<file path="src/rtl/pu_riscv_div_arbiter_if.sv">
// Bundle of requester-side and divider-side signals for the shared divider arbiter.
// The slave modport is the arbiter's view; the master modport is the environment's view.
interface pu_riscv_div_arbiter_if #(
    parameter int XLEN = 64,
    parameter int TAGW = 4
);
    logic [1:0]                 req_valid;
    logic [1:0]                 req_ready;
    logic [1:0][2:0]            req_op;
    logic [1:0][XLEN-1:0]       req_opa;
    logic [1:0][XLEN-1:0]       req_opb;
    logic [1:0][TAGW-1:0]       req_tag;
    logic [1:0]                 flush;
    logic [1:0]                 rsp_valid;
    logic [1:0]                 rsp_ready;
    logic [XLEN-1:0]            rsp_result;
    logic [TAGW-1:0]            rsp_tag;
    logic                       dv_start;
    logic [2:0]                 dv_op;
    logic [XLEN-1:0]            dv_opa;
    logic [XLEN-1:0]            dv_opb;
    logic                       dv_done;
    logic [XLEN-1:0]            dv_result;
    logic                       busy;

    modport slave (
        input  req_valid, req_op, req_opa, req_opb, req_tag, flush, rsp_ready,
               dv_done, dv_result,
        output req_ready, rsp_valid, rsp_result, rsp_tag, dv_start, dv_op,
               dv_opa, dv_opb, busy
    );

    modport master (
        output req_valid, req_op, req_opa, req_opb, req_tag, flush, rsp_ready,
               dv_done, dv_result,
        input  req_ready, rsp_valid, rsp_result, rsp_tag, dv_start, dv_op,
               dv_opa, dv_opb, busy
    );
endinterface

</file>
<file path="src/rtl/pu_riscv_div_arbiter.sv">
// Round-robin arbiter sharing one iterative divider between two requesters.
// One operation outstanding; a flushed owner's result is drained from the divider and dropped.
//
// state    | meaning
// S_IDLE   | waiting for a request, arbitration active
// S_LAUNCH | one-cycle dv_start pulse with captured operands
// S_WAIT   | divider running, waiting for dv_done
// S_RESP   | result held for the owner until rsp_ready or flush
module pu_riscv_div_arbiter #(
    parameter int XLEN = 64,
    parameter int TAGW = 4
) (
    input  logic                  clk,
    input  logic                  rstn,
    pu_riscv_div_arbiter_if.slave bus
);

    typedef enum logic [1:0] {
        S_IDLE   = 2'd0,
        S_LAUNCH = 2'd1,
        S_WAIT   = 2'd2,
        S_RESP   = 2'd3
    } state_t;

    state_t            state, state_nxt;
    logic              owner;
    logic              last;
    logic              kill;
    logic [2:0]        op_q;
    logic [XLEN-1:0]   opa_q;
    logic [XLEN-1:0]   opb_q;
    logic [TAGW-1:0]   tag_q;
    logic [XLEN-1:0]   result_q;
    logic [1:0]        grant;
    logic [1:0]        ready;
    logic [1:0]        rsp_vld;
    logic              accept;
    logic              sel;
    logic              drop;

    // On a tie the requester not served last wins; last resets to 1 so port 0 wins first.
    assign grant[0] = bus.req_valid[0] & (~bus.req_valid[1] | last);
    assign grant[1] = bus.req_valid[1] & (~bus.req_valid[0] | ~last);

    assign accept = (state == S_IDLE) && (ready != 2'b00);
    assign sel    = ready[1];
    assign drop   = kill | bus.flush[owner];

    always_comb begin
        state_nxt = state;
        ready     = 2'b00;
        rsp_vld   = 2'b00;
        case (state)
            S_IDLE: begin
                ready = bus.req_valid & grant & ~bus.flush;
                if (ready != 2'b00) state_nxt = S_LAUNCH;
            end
            S_LAUNCH: state_nxt = S_WAIT;
            S_WAIT: begin
                if (bus.dv_done) state_nxt = drop ? S_IDLE : S_RESP;
            end
            S_RESP: begin
                rsp_vld[owner] = ~bus.flush[owner];
                if (bus.flush[owner] || bus.rsp_ready[owner]) state_nxt = S_IDLE;
            end
            default: state_nxt = S_IDLE;
        endcase
    end

    always_ff @(posedge clk or negedge rstn) begin
        if (!rstn) begin
            state    <= S_IDLE;
            owner    <= 1'b0;
            last     <= 1'b1;
            kill     <= 1'b0;
            op_q     <= '0;
            opa_q    <= '0;
            opb_q    <= '0;
            tag_q    <= '0;
            result_q <= '0;
        end else begin
            state <= state_nxt;
            if (accept) begin
                owner <= sel;
                last  <= sel;
                op_q  <= bus.req_op[sel];
                opa_q <= bus.req_opa[sel];
                opb_q <= bus.req_opb[sel];
                tag_q <= bus.req_tag[sel];
            end
            if (state == S_WAIT && bus.dv_done) begin
                kill <= 1'b0;
                if (!drop) result_q <= bus.dv_result;
            end else if ((state == S_LAUNCH || state == S_WAIT) && bus.flush[owner]) begin
                kill <= 1'b1;
            end
        end
    end

    assign bus.req_ready  = ready;
    assign bus.rsp_valid  = rsp_vld;
    assign bus.rsp_result = result_q;
    assign bus.rsp_tag    = tag_q;
    assign bus.dv_start   = (state == S_LAUNCH);
    assign bus.dv_op      = op_q;
    assign bus.dv_opa     = opa_q;
    assign bus.dv_opb     = opb_q;
    assign bus.busy       = (state != S_IDLE);

endmodule

</file>
<file path="src/flat_wrapper.sv">
// flat-port wrapper written by rule: the top's interface ports become plain ports
module pu_riscv_div_arbiter_flat 
#(
    parameter int XLEN = 64,
    parameter int TAGW = 4
)
  (clk, rstn, bus_req_valid, bus_req_op, bus_req_opa, bus_req_opb, bus_req_tag, bus_flush, bus_rsp_ready, bus_dv_done, bus_dv_result, bus_req_ready, bus_rsp_valid, bus_rsp_result, bus_rsp_tag, bus_dv_start, bus_dv_op, bus_dv_opa, bus_dv_opb, bus_busy);
  pu_riscv_div_arbiter_if #(.XLEN(XLEN), .TAGW(TAGW)) bus_i ();
  input  logic clk;
  input  logic rstn;
  input wire logic [$bits(bus_i.req_valid)-1:0] bus_req_valid;
  input wire logic [$bits(bus_i.req_op)-1:0] bus_req_op;
  input wire logic [$bits(bus_i.req_opa)-1:0] bus_req_opa;
  input wire logic [$bits(bus_i.req_opb)-1:0] bus_req_opb;
  input wire logic [$bits(bus_i.req_tag)-1:0] bus_req_tag;
  input wire logic [$bits(bus_i.flush)-1:0] bus_flush;
  input wire logic [$bits(bus_i.rsp_ready)-1:0] bus_rsp_ready;
  input wire logic [$bits(bus_i.dv_done)-1:0] bus_dv_done;
  input wire logic [$bits(bus_i.dv_result)-1:0] bus_dv_result;
  output wire logic [$bits(bus_i.req_ready)-1:0] bus_req_ready;
  output wire logic [$bits(bus_i.rsp_valid)-1:0] bus_rsp_valid;
  output wire logic [$bits(bus_i.rsp_result)-1:0] bus_rsp_result;
  output wire logic [$bits(bus_i.rsp_tag)-1:0] bus_rsp_tag;
  output wire logic [$bits(bus_i.dv_start)-1:0] bus_dv_start;
  output wire logic [$bits(bus_i.dv_op)-1:0] bus_dv_op;
  output wire logic [$bits(bus_i.dv_opa)-1:0] bus_dv_opa;
  output wire logic [$bits(bus_i.dv_opb)-1:0] bus_dv_opb;
  output wire logic [$bits(bus_i.busy)-1:0] bus_busy;
  assign bus_i.req_valid = bus_req_valid;
  assign bus_i.req_op = bus_req_op;
  assign bus_i.req_opa = bus_req_opa;
  assign bus_i.req_opb = bus_req_opb;
  assign bus_i.req_tag = bus_req_tag;
  assign bus_i.flush = bus_flush;
  assign bus_i.rsp_ready = bus_rsp_ready;
  assign bus_i.dv_done = bus_dv_done;
  assign bus_i.dv_result = bus_dv_result;
  assign bus_req_ready = bus_i.req_ready;
  assign bus_rsp_valid = bus_i.rsp_valid;
  assign bus_rsp_result = bus_i.rsp_result;
  assign bus_rsp_tag = bus_i.rsp_tag;
  assign bus_dv_start = bus_i.dv_start;
  assign bus_dv_op = bus_i.dv_op;
  assign bus_dv_opa = bus_i.dv_opa;
  assign bus_dv_opb = bus_i.dv_opb;
  assign bus_busy = bus_i.busy;
  pu_riscv_div_arbiter #(.XLEN(XLEN), .TAGW(TAGW)) u_core (.clk(clk), .rstn(rstn), .bus(bus_i));
endmodule
</file>
<file path="config.mk">
export PLATFORM = sky130hd
export DESIGN_NAME = pu_riscv_div_arbiter_flat
export DESIGN_NICKNAME = d
export VERILOG_FILES = /design/src/rtl/pu_riscv_div_arbiter_if.sv /design/src/rtl/pu_riscv_div_arbiter.sv /design/src/flat_wrapper.sv
export SDC_FILE = /design/constraint.sdc
export NUM_CORES = 1
export LEC_CHECK = 0
export ABC_AREA = 1
export ABC_CLOCK_PERIOD_IN_PS = 2300
export BUFFER_PORTS_ARGS = -buffer_cell sky130_fd_sc_hd__buf_4
export CORE_AREA = 3 3 211 213
export CTS_CLUSTER_SIZE = 20
export DETAILED_ROUTE_END_ITERATION = 7
export DIE_AREA = 0 0 214 216
export GPL_TIMING_DRIVEN = 0
export PLACE_DENSITY_LB_ADDON = 0.05
export RECOVER_POWER = 100
export SYNTH_ARGS = -nofsm -noshare
export SYNTH_HDL_FRONTEND = slang
export SYNTH_SLANG_ARGS = --single-unit
</file>
<file path="constraint.sdc">
create_clock -name clk -period 2.3 [get_ports clk]
set_input_delay 0.23 -clock clk [delete_from_list [all_inputs] [get_ports clk]]
set_output_delay 0.23 -clock clk [all_outputs]
set_load 0.05 [all_outputs]
</file>
* Word level (Yosys, flattened, before mapping)
Index checks and enable logic that the tools add are counted.
Storage, ports and cells: output and inout port bits 205, register bits after elaboration 204, bits of input ports 343, word-level logic and storage cells 68
Cells by class: equality and inequality tests 6, reduce and logical (&&, ||, !) cells 13, muxes and demuxes 23, bitwise logic cells 14, $lt $le $gt $ge 3
Operators by type and width (count):
- 2-to-1 mux 64 bit | 4
- 2-to-1 mux 2 bit | 6
- 2-to-1 mux 4 bit | 2
- one-hot mux 2 bit (4 select lines) | 1
- nonzero test 2 bit | 4
- 2-to-1 mux 1 bit | 7
- bitwise AND 2 bit | 3
- 2-to-1 mux 3 bit | 2
- inverter 1 bit | 5
- == test 2 bit (second input constant) | 2
- logical AND 1 bit | 4
- less-than comparator 1 x 2 -> 1 bit (second input constant) | 2
- inequality test 2 bit (second input constant) | 2
- bitwise OR 1 bit | 3
- AND reduction 3 bit | 1
- bitwise AND 1 bit | 2
- == test 2 x 1 -> 1 bit (second input constant) | 1
- logical NOT 2 bit | 1
- logical OR 1 bit | 2
- inequality test 2 x 1 -> 1 bit (second input constant) | 1
- inverter 2 bit | 1
- AND reduction 2 bit | 1
- demux 1 bit (select 1 bit) | 1
- greater-or-equal comparator 1 bit (second input constant) | 1

* Depth between registers and ports, before layout
Gate-level depths: netlist of the first run.
depth in word-level cells 8, gate-level depth with buffers 9, gate-level depth less buffers 8

* Worst setup path after synthesis of the first run
No wires, ideal clock.
kind register to output, from register u_core.state[0], to output bus_rsp_valid[0], setup slack 0.401 ns, required time 2.070 ns, data arrival time 1.669 ns, path buffers 0, cell stages (with the launch flop) 4, cell sequence dfrtp_1 > ha_1 > inv_1 > nor3_1
On the way: longest elaborated chain between the ends 2
RTL lines:
- start, declared | line pu_riscv_div_arbiter.sv:25 | state_t state, state_nxt;
- start signal, assigned | line pu_riscv_div_arbiter.sv:82 | state <= state_nxt;
- == test 2 bit | line pu_riscv_div_arbiter.sv:53 | case (state)
- 2-to-1 mux 2 bit | line pu_riscv_div_arbiter.sv:53
- end, declared | line flat_wrapper.sv:21 | output wire logic [$bits(bus_i.rsp_valid)-1:0] bus_rsp_valid;
No other way between the ends.

* Final worst setup path of the first run
from register u_core.state[1], to output bus_req_ready[1]
On the way: longest elaborated chain between the ends 2
RTL lines:
- logical NOT 2 bit | line pu_riscv_div_arbiter.sv:53
- 2-to-1 mux 2 bit | line pu_riscv_div_arbiter.sv:53
- end, declared | line flat_wrapper.sv:20 | output wire logic [$bits(bus_i.req_ready)-1:0] bus_req_ready;
No other way between the ends.

==> impl_metrics.xml, run 1 <==
<?xml version="1.0" encoding="UTF-8"?>
<metrics>
  <group name="cells_and_area">
    <metric name="utilization" unit="%">40.8</metric>
    <metric name="fraction_of_layout_cells_with_a_size_suffix_above_1" unit="%">21.5</metric>
    <metric name="n_fill_cell" unit="">4710</metric>
    <metric name="layout_overhead_on_the_synthesized_area" unit="%">71.6</metric>
    <metric name="regArea" unit="um2">5110</metric>
    <metric name="postLayoutCellArea" unit="um2">17500</metric>
    <metric name="multi_input_comb_area" unit="um2">3980</metric>
    <metric name="fin_nets" unit="">2527</metric>
  </group>
  <group name="logic_synthesis">
    <metric name="post_synth.cell_area_avg" unit="um2">7.46</metric>
    <metric name="postSynthNetCount" unit="">1715</metric>
    <metric name="mappedNetlistArea" unit="um2">10200</metric>
    <metric name="area_share_of_the_largest_cell_type_after_synthesis" unit="%">49.8</metric>
    <metric name="ys.warnings.count" unit="">0</metric>
    <metric name="synth_cell_types" unit="">24</metric>
    <metric name="ys_seq_elements" unit="">204</metric>
    <metric name="yosys.area.top_type" unit="">sky130_fd_sc_hd__dfrtp_1</metric>
    <metric name="most_area_consuming_cells_after_synthesis" unit="">sky130_fd_sc_hd__dfrtp_1 (50%), sky130_fd_sc_hd__nand2_1 (15%), sky130_fd_sc_hd__nand3_1 (7.0%), sky130_fd_sc_hd__o21ai_1 (6.8%), sky130_fd_sc_hd__inv_1 (5.6%)</metric>
    <metric name="yosysSeqAreaShare" unit="%">50.1</metric>
    <metric name="post_synth_inst_count" unit="">1367</metric>
  </group>
  <group name="clock_tree">
    <metric name="numClockSinks" unit="">204</metric>
    <metric name="cts-root-to-sink-buffers" unit="">3</metric>
    <metric name="cts_tree" unit="">done</metric>
    <metric name="htree_levels" unit="">1</metric>
    <metric name="clkLatencyLatePin" unit="ns">0.54</metric>
    <metric name="path_clk_slew" unit="ns">0.06</metric>
    <metric name="numCtsBuffers" unit="">27</metric>
    <metric name="ctsRootBufferMaster" unit="">sky130_fd_sc_hd__clkbuf_16</metric>
  </group>
  <group name="power">
    <metric name="power_report.internal_total" unit="mW">10.5</metric>
    <metric name="power.total" unit="mW">22.6</metric>
    <metric name="total_switching_power" unit="mW">12.1</metric>
    <metric name="power.share.clock" unit="%">19.0</metric>
    <metric name="comb_power_share" unit="%">53.5</metric>
    <metric name="power.static_leakage" unit="nW">9.08</metric>
    <metric name="power_density" unit="nW/um2">1290</metric>
    <metric name="p_seq_share" unit="%">27.5</metric>
    <metric name="share_of_total_power_consumed_by_net_switching" unit="%">53.4</metric>
    <metric name="ir_drop" unit="V">0.000767</metric>
  </group>
  <group name="setup_path">
    <metric name="crit_family" unit="">buffers and inverters</metric>
    <metric name="worst_path_largest_cell_delay" unit="ns">0.39</metric>
    <metric name="series_of_cell_instances_along_the_critical_path" unit="">inv_2 &gt; ha_4 &gt; nand4_2 &gt; buf_8 &gt; inv_1 &gt; clkbuf_4</metric>
    <metric name="crit_path_start" unit="">u_core.state[1]</metric>
    <metric name="worstSetupPathType" unit="">register to output pin</metric>
    <metric name="critPathMaxFanout" unit="">28</metric>
    <metric name="worstSetupStartpointType" unit="">register</metric>
    <metric name="cpMaxStageDelayCell" unit="">sky130_fd_sc_hd__dfrtp_1</metric>
    <metric name="worst_path_buf_inv" unit="">4</metric>
    <metric name="critical_path_arrival" unit="ns">1.92</metric>
    <metric name="critical_path.endpoint_type" unit="">output pin</metric>
    <metric name="critPathRequiredTime" unit="ns">2.07</metric>
    <metric name="rr_startpoint" unit="">u_core.state[1]</metric>
  </group>
  <group name="drt">
    <metric name="post_drt_wl_per_cell" unit="um">17.6</metric>
    <metric name="initialDrtViolationCount" unit="">642</metric>
    <metric name="drc_errors" unit="">0</metric>
    <metric name="finalWirelength" unit="mm">48.9</metric>
    <metric name="detail_route.first_pass.iterations" unit="">5</metric>
    <metric name="route.vias.total" unit="">12000</metric>
    <metric name="via_per_inst" unit="">4.31</metric>
    <metric name="antenna_left" unit="">0</metric>
  </group>
  <group name="sta">
    <metric name="hold_viol" unit="">0</metric>
    <metric name="final-setup-viol-count" unit="">0</metric>
    <metric name="slew-limit-headroom" unit="%">-0.218</metric>
    <metric name="max_freq" unit="MHz">465</metric>
    <metric name="clock-skew-final" unit="ns">0.0160</metric>
    <metric name="layout_worst_path_cycle_share" unit="%">93.5</metric>
    <metric name="fin_worst_hold_slack" unit="ns">0.0303</metric>
    <metric name="report.final.slew_viol_count" unit="">27</metric>
    <metric name="grt_setup_unrepaired" unit="">false</metric>
    <metric name="total_negative_slack" unit="ns">0</metric>
    <metric name="worst_slew_pin_slew" unit="ns">1.50</metric>
    <metric name="period_minus_slack" unit="ns">2.15</metric>
  </group>
  <group name="placed_design">
    <metric name="placed_cell_area" unit="um2">15100</metric>
    <metric name="dp_hpwl" unit="mm">36.3</metric>
    <metric name="port_buffers" unit="">547</metric>
    <metric name="routabilityCongestion" unit="">0.825</metric>
  </group>
  <group name="die">
    <metric name="initial_standard_cell_utilization_of_the_core" unit="%">23.8</metric>
    <metric name="dieWidth" unit="um">214</metric>
    <metric name="chipHeight" unit="um">216</metric>
    <metric name="core.rowCount" unit="">76</metric>
    <metric name="core_area" unit="um2">42900</metric>
    <metric name="design.portCount" unit="">548</metric>
    <metric name="die-area" unit="um2">46200</metric>
  </group>
  <group name="grt">
    <metric name="grt_first_pass_wirelength" unit="mm">74.3</metric>
    <metric name="grt.overflow.total" unit="">0</metric>
    <metric name="global_route.usage.total" unit="%">20.3</metric>
    <metric name="grt_antenna_before_repair" unit="">5</metric>
    <metric name="via_count_of_the_first_global_routing_pass" unit="">12500</metric>
    <metric name="grt_max_degree" unit="">95</metric>
  </group>
  <group name="run">
    <metric name="cap_viol_max_count" unit="">0</metric>
  </group>
  <group name="hold_path">
    <metric name="hp_class" unit="">primary input to register</metric>
    <metric name="hold_path_startpoint" unit="">bus_req_opa[3]</metric>
  </group>
  <group name="outcome">
    <metric name="failed_checks" unit="">max-slew violations</metric>
    <metric name="run_status" unit="">finished, violations left</metric>
  </group>
</metrics>
## power groups by stage
| stage | logic (mW) | clock network (mW) | registers (mW) |
|---|---|---|---|
| CTS | 13.8 | 4.43 | 6.25 |
| floorplan | 2.93 | 0 | 11.9 |
| global route | 12.9 | 4.60 | 6.42 |
| global placement | 13.4 | 0 | 6.27 |
| finish | 12.1 | 4.29 | 6.20 |
| detailed placement | 13.4 | 0 | 6.29 |
## sequential cells by signal, indices dropped and copies added (netlist names)
register               count
u_core.last                1
u_core.bus.rsp_result     64
u_core.state               2
u_core.bus.dv_opb         64
u_core.bus.rsp_tag         4
u_core.owner               1
u_core.bus.dv_op           3
u_core.bus.dv_opa         64
u_core.kill                1
## cells by family (layout without fill, tap and decap cells)
family                     count (synthesis)  in the layout  synth area share, %
and+or+nand+nor                          706            706                 28.3
buffers and inverters                    248           1076                 11.0
AOI/OAI and AO/OA                        204            204                 10.0
DFF                                      204            204                 50.1
adders and majority gates                  5              5                0.613
other                                      0              4                    0
## worst reg2reg max path, stage by stage (launching register included)
cell and delay, ns:
sky130_fd_sc_hd__dfrtp_1 0.36, sky130_fd_sc_hd__inv_2 0.07, sky130_fd_sc_hd__ha_4 0.18, sky130_fd_sc_hd__nand4_2 0.14, sky130_fd_sc_hd__buf_8 0.27, sky130_fd_sc_hd__clkbuf_2 0.46
sky130_fd_sc_hd__buf_2 0.35, sky130_fd_sc_hd__nand3_1 0.10, sky130_fd_sc_hd__o21ai_1 0.08
## worst paths after layout
kind / depth (start not counted) / endpoint / slack (ns)
min reg2reg: 2 / u_core.bus.rsp_result[40] / 0.49
max in group asynchronous: 3 / u_core.bus.dv_opb[17] / 0.38
max: 6 / bus_req_ready[1] / 0.15
min in group asynchronous: 2 / u_core.bus.rsp_result[22] / 0.12
min: 5 / u_core.bus.dv_opa[3] / 0.03
max reg2reg: 8 / u_core.bus.dv_opb[32] / 0.20
## cell usage after synthesis (all sizes together)
master  instances
o21ai         203
dfstp           1
nor2          143
a22oi           1
nand2         416
inv           154
ha              5
nand3         143
clkbuf         11
buf            83
nand4           2
nor3            2
dfrtp         203
## cell usage in the layout, fill, tap and decap left out, types with 2 or more instances in the layout
cell	synthesis	layout
sky130_fd_sc_hd__buf_1	5	5
sky130_fd_sc_hd__buf_2	48	43
sky130_fd_sc_hd__buf_4	24	362
sky130_fd_sc_hd__buf_6	6	2
sky130_fd_sc_hd__buf_8	0	2
sky130_fd_sc_hd__bufinv_16	0	3
sky130_fd_sc_hd__clkbuf_1	11	222
sky130_fd_sc_hd__clkbuf_16	0	27
sky130_fd_sc_hd__clkbuf_2	0	13
sky130_fd_sc_hd__clkbuf_4	0	3
sky130_fd_sc_hd__clkbuf_8	0	5
sky130_fd_sc_hd__clkinv_2	0	2
sky130_fd_sc_hd__dfrtp_1	203	203
sky130_fd_sc_hd__diode_2	0	4
sky130_fd_sc_hd__dlygate4sd3_1	0	233
sky130_fd_sc_hd__ha_1	5	4
sky130_fd_sc_hd__inv_1	153	151
sky130_fd_sc_hd__inv_2	1	3
sky130_fd_sc_hd__nand2_1	413	415
sky130_fd_sc_hd__nand3_1	143	142
sky130_fd_sc_hd__nor2_1	140	140
sky130_fd_sc_hd__nor3_1	2	2
sky130_fd_sc_hd__o21ai_0	65	177
sky130_fd_sc_hd__o21ai_1	138	26
## metrics by stage
stage	setup slack [ns]	instances
floorplan	0.401	1367
global placement	-0.852	2499
detailed placement	0.0895	2501
CTS	0.00794	2780
global route	0.0214	2784
finish	0.150	2784
## cell type report
cell class                 count  area share, %
antenna                        4         0.0572
multi-input combinational    915           22.7
timing repair buffer         785           32.7
clock inverter                 5          0.572
tap                          585           4.18
inverter                     154           3.30
clock buffer                  40           4.42
buffer                        92           2.85
sequential                   204           29.2
## per-layer routing
metal	global-route usage, %	up-vias	share of wire (%)
met2	35.2	377	49
met4	6.39	2	2.9
met5	0	-	0.014
li1	-	5874	-
met3	5.31	77	7.0
met1	24.8	5658	41
## what timing repair did
item | 4_1_cts | 5_1_grt
hold endpoints to repair | 403 | 0
pin swaps | 0 | 0
setup endpoints to repair | 2 | 2
hold buffers | 233 | 0
setup buffers | 3 | 0
resized for setup | 6 | 3
No activity file was read; power rests on OpenSTA's default activity.
==> run 2: changes to the inputs <==
--- a/config.mk
+++ b/config.mk
@@ -5,13 +5,14 @@
 export SDC_FILE = /design/constraint.sdc
 export NUM_CORES = 1
 export LEC_CHECK = 0
-export ABC_AREA = 1
+export ABC_AREA = 0
 export ABC_CLOCK_PERIOD_IN_PS = 2300
 export BUFFER_PORTS_ARGS = -buffer_cell sky130_fd_sc_hd__buf_4
-export CORE_AREA = 3 3 211 213
+export CORE_AREA = 3 3 215 217
 export CTS_CLUSTER_SIZE = 20
 export DETAILED_ROUTE_END_ITERATION = 7
-export DIE_AREA = 0 0 214 216
+export DIE_AREA = 0 0 218 220
+export GPL_ROUTABILITY_DRIVEN = 0
 export GPL_TIMING_DRIVEN = 0
 export PLACE_DENSITY_LB_ADDON = 0.05
 export RECOVER_POWER = 100
==> run 2 against run 1 <==
Net effect: the run now ends clean; synthesized area down 4.2%; non-clock buffer count down 220; sequential power up 2%; largest cell class is now flip-flops and latches; largest power group unchanged; highest routed layer is now met4.
==> impl_metrics.xml, run 2 <==
<?xml version="1.0" encoding="UTF-8"?>
<metrics>
  <group name="grt">
    <metric name="global_route.usage.total" unit="%">14.4</metric>
    <metric name="grt_max_degree" unit="">106</metric>
    <metric name="via_count_of_the_first_global_routing_pass" unit="">8174</metric>
    <metric name="grt_antenna_before_repair" unit="">1</metric>
    <metric name="grt.overflow.total" unit="">0</metric>
    <metric name="grt_first_pass_wirelength" unit="mm">52.3</metric>
  </group>
  <group name="outcome">
    <metric name="run_status" unit="">completed</metric>
  </group>
  <group name="die">
    <metric name="dieWidth" unit="um">218</metric>
    <metric name="design.portCount" unit="">548</metric>
    <metric name="core.rowCount" unit="">77</metric>
    <metric name="chipHeight" unit="um">220</metric>
    <metric name="initial_standard_cell_utilization_of_the_core" unit="%">22.0</metric>
    <metric name="core_area" unit="um2">44300</metric>
    <metric name="die-area" unit="um2">48000</metric>
  </group>
  <group name="cells_and_area">
    <metric name="layout_overhead_on_the_synthesized_area" unit="%">58.5</metric>
    <metric name="final_cells" unit="">1869</metric>
    <metric name="utilization" unit="%">34.9</metric>
    <metric name="layout.cells.most_common_list" unit="">sky130_fd_sc_hd__buf_4 (352), sky130_fd_sc_hd__clkbuf_1 (203), sky130_fd_sc_hd__dfrtp_1 (203)</metric>
    <metric name="fin_nets" unit="">1610</metric>
    <metric name="mostFrequentLayoutCell" unit="">sky130_fd_sc_hd__buf_4</metric>
    <metric name="fraction_of_layout_cells_with_a_size_suffix_above_1" unit="%">52.2</metric>
  </group>
  <group name="sta">
    <metric name="max_freq" unit="MHz">454</metric>
    <metric name="finalWorstSetupSlack" unit="ns">0.0963</metric>
    <metric name="hold_viol" unit="">0</metric>
    <metric name="final-setup-viol-count" unit="">0</metric>
    <metric name="report.final.slew_viol_count" unit="">0</metric>
    <metric name="worst_slew_pin_slew" unit="ns">1.50</metric>
    <metric name="period_minus_slack" unit="ns">2.20</metric>
    <metric name="layout_worst_path_cycle_share" unit="%">95.8</metric>
    <metric name="total_negative_slack" unit="ns">0</metric>
    <metric name="slew-limit-headroom" unit="%">0.0731</metric>
    <metric name="clock-skew-final" unit="ns">0.00848</metric>
    <metric name="grt_setup_unrepaired" unit="">true</metric>
    <metric name="fin_worst_hold_slack" unit="ns">0.0405</metric>
  </group>
  <group name="hold_path">
    <metric name="hp_class" unit="">primary input to register</metric>
  </group>
  <group name="clock_tree">
    <metric name="cts_tree" unit="">done</metric>
    <metric name="htree_levels" unit="">1</metric>
    <metric name="ctsRootBufferMaster" unit="">sky130_fd_sc_hd__clkbuf_16</metric>
    <metric name="numCtsBuffers" unit="">27</metric>
    <metric name="cts-root-to-sink-buffers" unit="">3</metric>
    <metric name="path_clk_slew" unit="ns">0.06</metric>
    <metric name="numClockSinks" unit="">204</metric>
    <metric name="clkLatencyLatePin" unit="ns">0.53</metric>
  </group>
  <group name="logic_synthesis">
    <metric name="ys_seq_elements" unit="">204</metric>
    <metric name="ys.warnings.count" unit="">0</metric>
    <metric name="post_synth.cell_area_avg" unit="um2">16.0</metric>
    <metric name="synth-edff-count" unit="">0</metric>
    <metric name="mappedNetlistArea" unit="um2">9770</metric>
    <metric name="most_area_consuming_cells_after_synthesis" unit="">sky130_fd_sc_hd__dfrtp_1 (52%), sky130_fd_sc_hd__mux2_2 (19%), sky130_fd_sc_hd__mux2_1 (13%), sky130_fd_sc_hd__mux2_4 (9.4%), sky130_fd_sc_hd__buf_6 (1.7%)</metric>
    <metric name="synth.cells.most_frequent" unit="">sky130_fd_sc_hd__dfrtp_1 (203), sky130_fd_sc_hd__mux2_2 (164), sky130_fd_sc_hd__mux2_1 (110)</metric>
    <metric name="synth_cell_types" unit="">34</metric>
    <metric name="postSynthNetCount" unit="">960</metric>
    <metric name="post_synth_inst_count" unit="">612</metric>
    <metric name="synth.most_common_cell" unit="">sky130_fd_sc_hd__dfrtp_1</metric>
    <metric name="area_share_of_the_largest_cell_type_after_synthesis" unit="%">52.0</metric>
    <metric name="yosys.area.top_type" unit="">sky130_fd_sc_hd__dfrtp_1</metric>
    <metric name="postSynth.asyncResetShare" unit="%">100</metric>
    <metric name="yosysSeqAreaShare" unit="%">52.3</metric>
    <metric name="postSynth.topFlopCell" unit="">sky130_fd_sc_hd__dfrtp_1</metric>
  </group>
  <group name="setup_path">
    <metric name="cpMaxStageDelayCell" unit="">sky130_fd_sc_hd__dfrtp_1</metric>
    <metric name="critPathMaxFanout" unit="">10</metric>
    <metric name="crit_family" unit="">buffers and inverters</metric>
    <metric name="worstSetupStartpointType" unit="">register</metric>
    <metric name="critical_path_arrival" unit="ns">2.62</metric>
    <metric name="critical_path.endpoint_type" unit="">register</metric>
    <metric name="worstSetupPathType" unit="">register to register</metric>
    <metric name="worst_path_buf_inv" unit="">5</metric>
    <metric name="critPathRequiredTime" unit="ns">2.71</metric>
    <metric name="ff2ff_setup_slack" unit="ns">0.1</metric>
    <metric name="worst_path_largest_cell_delay" unit="ns">0.38</metric>
    <metric name="series_of_cell_instances_along_the_critical_path" unit="">inv_1 &gt; ha_4 &gt; inv_2 &gt; nor3_4 &gt; buf_6 &gt; buf_12 &gt; buf_6 &gt; mux2_2 &gt; mux2_2</metric>
  </group>
  <group name="placed_design">
    <metric name="number_of_instances_in_the_placed_design" unit="">1752</metric>
    <metric name="place_worst_setup_slack" unit="ns">-0.201</metric>
    <metric name="port_buffers" unit="">547</metric>
    <metric name="dp_hpwl" unit="mm">28.3</metric>
  </group>
  <group name="power">
    <metric name="power_density" unit="nW/um2">1480</metric>
    <metric name="power.static_leakage" unit="nW">6.95</metric>
    <metric name="ir_drop" unit="V">0.000738</metric>
  </group>
  <group name="drt">
    <metric name="detail_route.first_pass.iterations" unit="">4</metric>
    <metric name="drc_errors" unit="">0</metric>
    <metric name="initialDrtViolationCount" unit="">158</metric>
    <metric name="antenna_left" unit="">0</metric>
    <metric name="via_per_inst" unit="">3.98</metric>
    <metric name="post_drt_wl_per_cell" unit="um">19.4</metric>
    <metric name="route.vias.total" unit="">7444</metric>
    <metric name="finalWirelength" unit="mm">36.3</metric>
  </group>
  <group name="run">
    <metric name="cap_viol_max_count" unit="">0</metric>
  </group>
</metrics>
-- run 2: cell count changes in the layout (fill, tap and decap cells not counted), sizes merged, moves of 4 or more --
| cell | previous run | this run |
|---|---|---|
| buf | 414 | 390 |
| clkbuf | 270 | 236 |
| clkinv | 2 | 6 |
| dlygate4sd3 | 233 | 68 |
| inv | 154 | 4 |
| mux2 | 0 | 335 |
| nand2 | 416 | 3 |
| nand3 | 143 | 0 |
| nor2 | 143 | 2 |
| o21ai | 203 | 1 |
-- run 2: final cells by class --
cell class              count  area [um2]
diodes                      1        2.50
plain buffers              36         425
clock buffers              37         763
clock inverters             6        33.8
fillers                  4595       28800
inverters                   4        15.0
multi-input cells         368        4280
flip-flops and latches    204        5110
well taps                 592         741
repair buffers            621        4120
-- run 2: metrics by stage --
step | cell area (um2) | power, mW
2_1_floorplan | 9770 | 15.8
3_3_place_gp | 14600 | 20.7
3_5_place_dp | 14700 | 20.7
4_1_cts | 16200 | 24.9
5_1_grt | 15500 | 24.1
6_report | 15500 | 22.9
-- run 2: layer usage --
layer  share of wire [%]  GRT usage, %  up-vias
li1                    -             -     3497
met1                  38          16.3     3593
met2                  51          25.9      309
met3                 9.1          5.34       45
met4                 2.2          3.31        0
met5                   0             0        -
-- run 2: kinds of logic (layout without fill, tap and decap cells) --
logic type,after synthesis,count (layout),share of synthesized area (%)
buffers and inverters,40,704,4.16
other,0,1,0
multiplexers,336,336,41.0
flip-flops,204,204,52.3
AND/OR/NAND/NOR,17,17,1.22
AO/OA/AOI/OAI,10,10,0.679
adder cells (fa/ha/maj),5,5,0.640
-- run 2: worst min-delay path, cell delays in order --
cell and delay, ns:
sky130_fd_sc_hd__buf_4 0.07, sky130_fd_sc_hd__mux2_1 0.10, sky130_fd_sc_hd__mux2_2 0.13
-- run 2: where the power goes --
group          total, mW  internal [mW]  switching (mW)  leakage, nW
clock network       3.85           2.28            1.57        0.398
logic               12.7           3.66            9.08         4.10
registers           6.30           5.41           0.895         2.45
total               22.9           11.4            11.5         6.95
-- run 2: repair_timing --
item | 4_1_cts | 5_1_grt
setup buffers | 4 | 0
endpoints found under the setup margin | 129 | 15
gates resized for setup | 18 | 4
endpoints found under the hold margin | 165 | 0
cloned | 1 | 0
pin swaps | 1 | 0
hold buffers | 68 | 0
-- run 2: worst paths after layout --
kind,cells past startpoint,start,end
worst min register to register,1,u_core.bus.dv_opa[8],u_core.bus.dv_opa[8]
worst max-delay path,9,u_core.state[1],u_core.bus.dv_opa[20]
max in group asynchronous,3,rstn,u_core.bus.rsp_result[19]
min in group asynchronous,2,rstn,u_core.bus.dv_opb[14]
worst max register to register,9,u_core.state[1],u_core.bus.dv_opa[20]
worst min-delay path,3,bus_req_opb[82],u_core.bus.dv_opb[18]
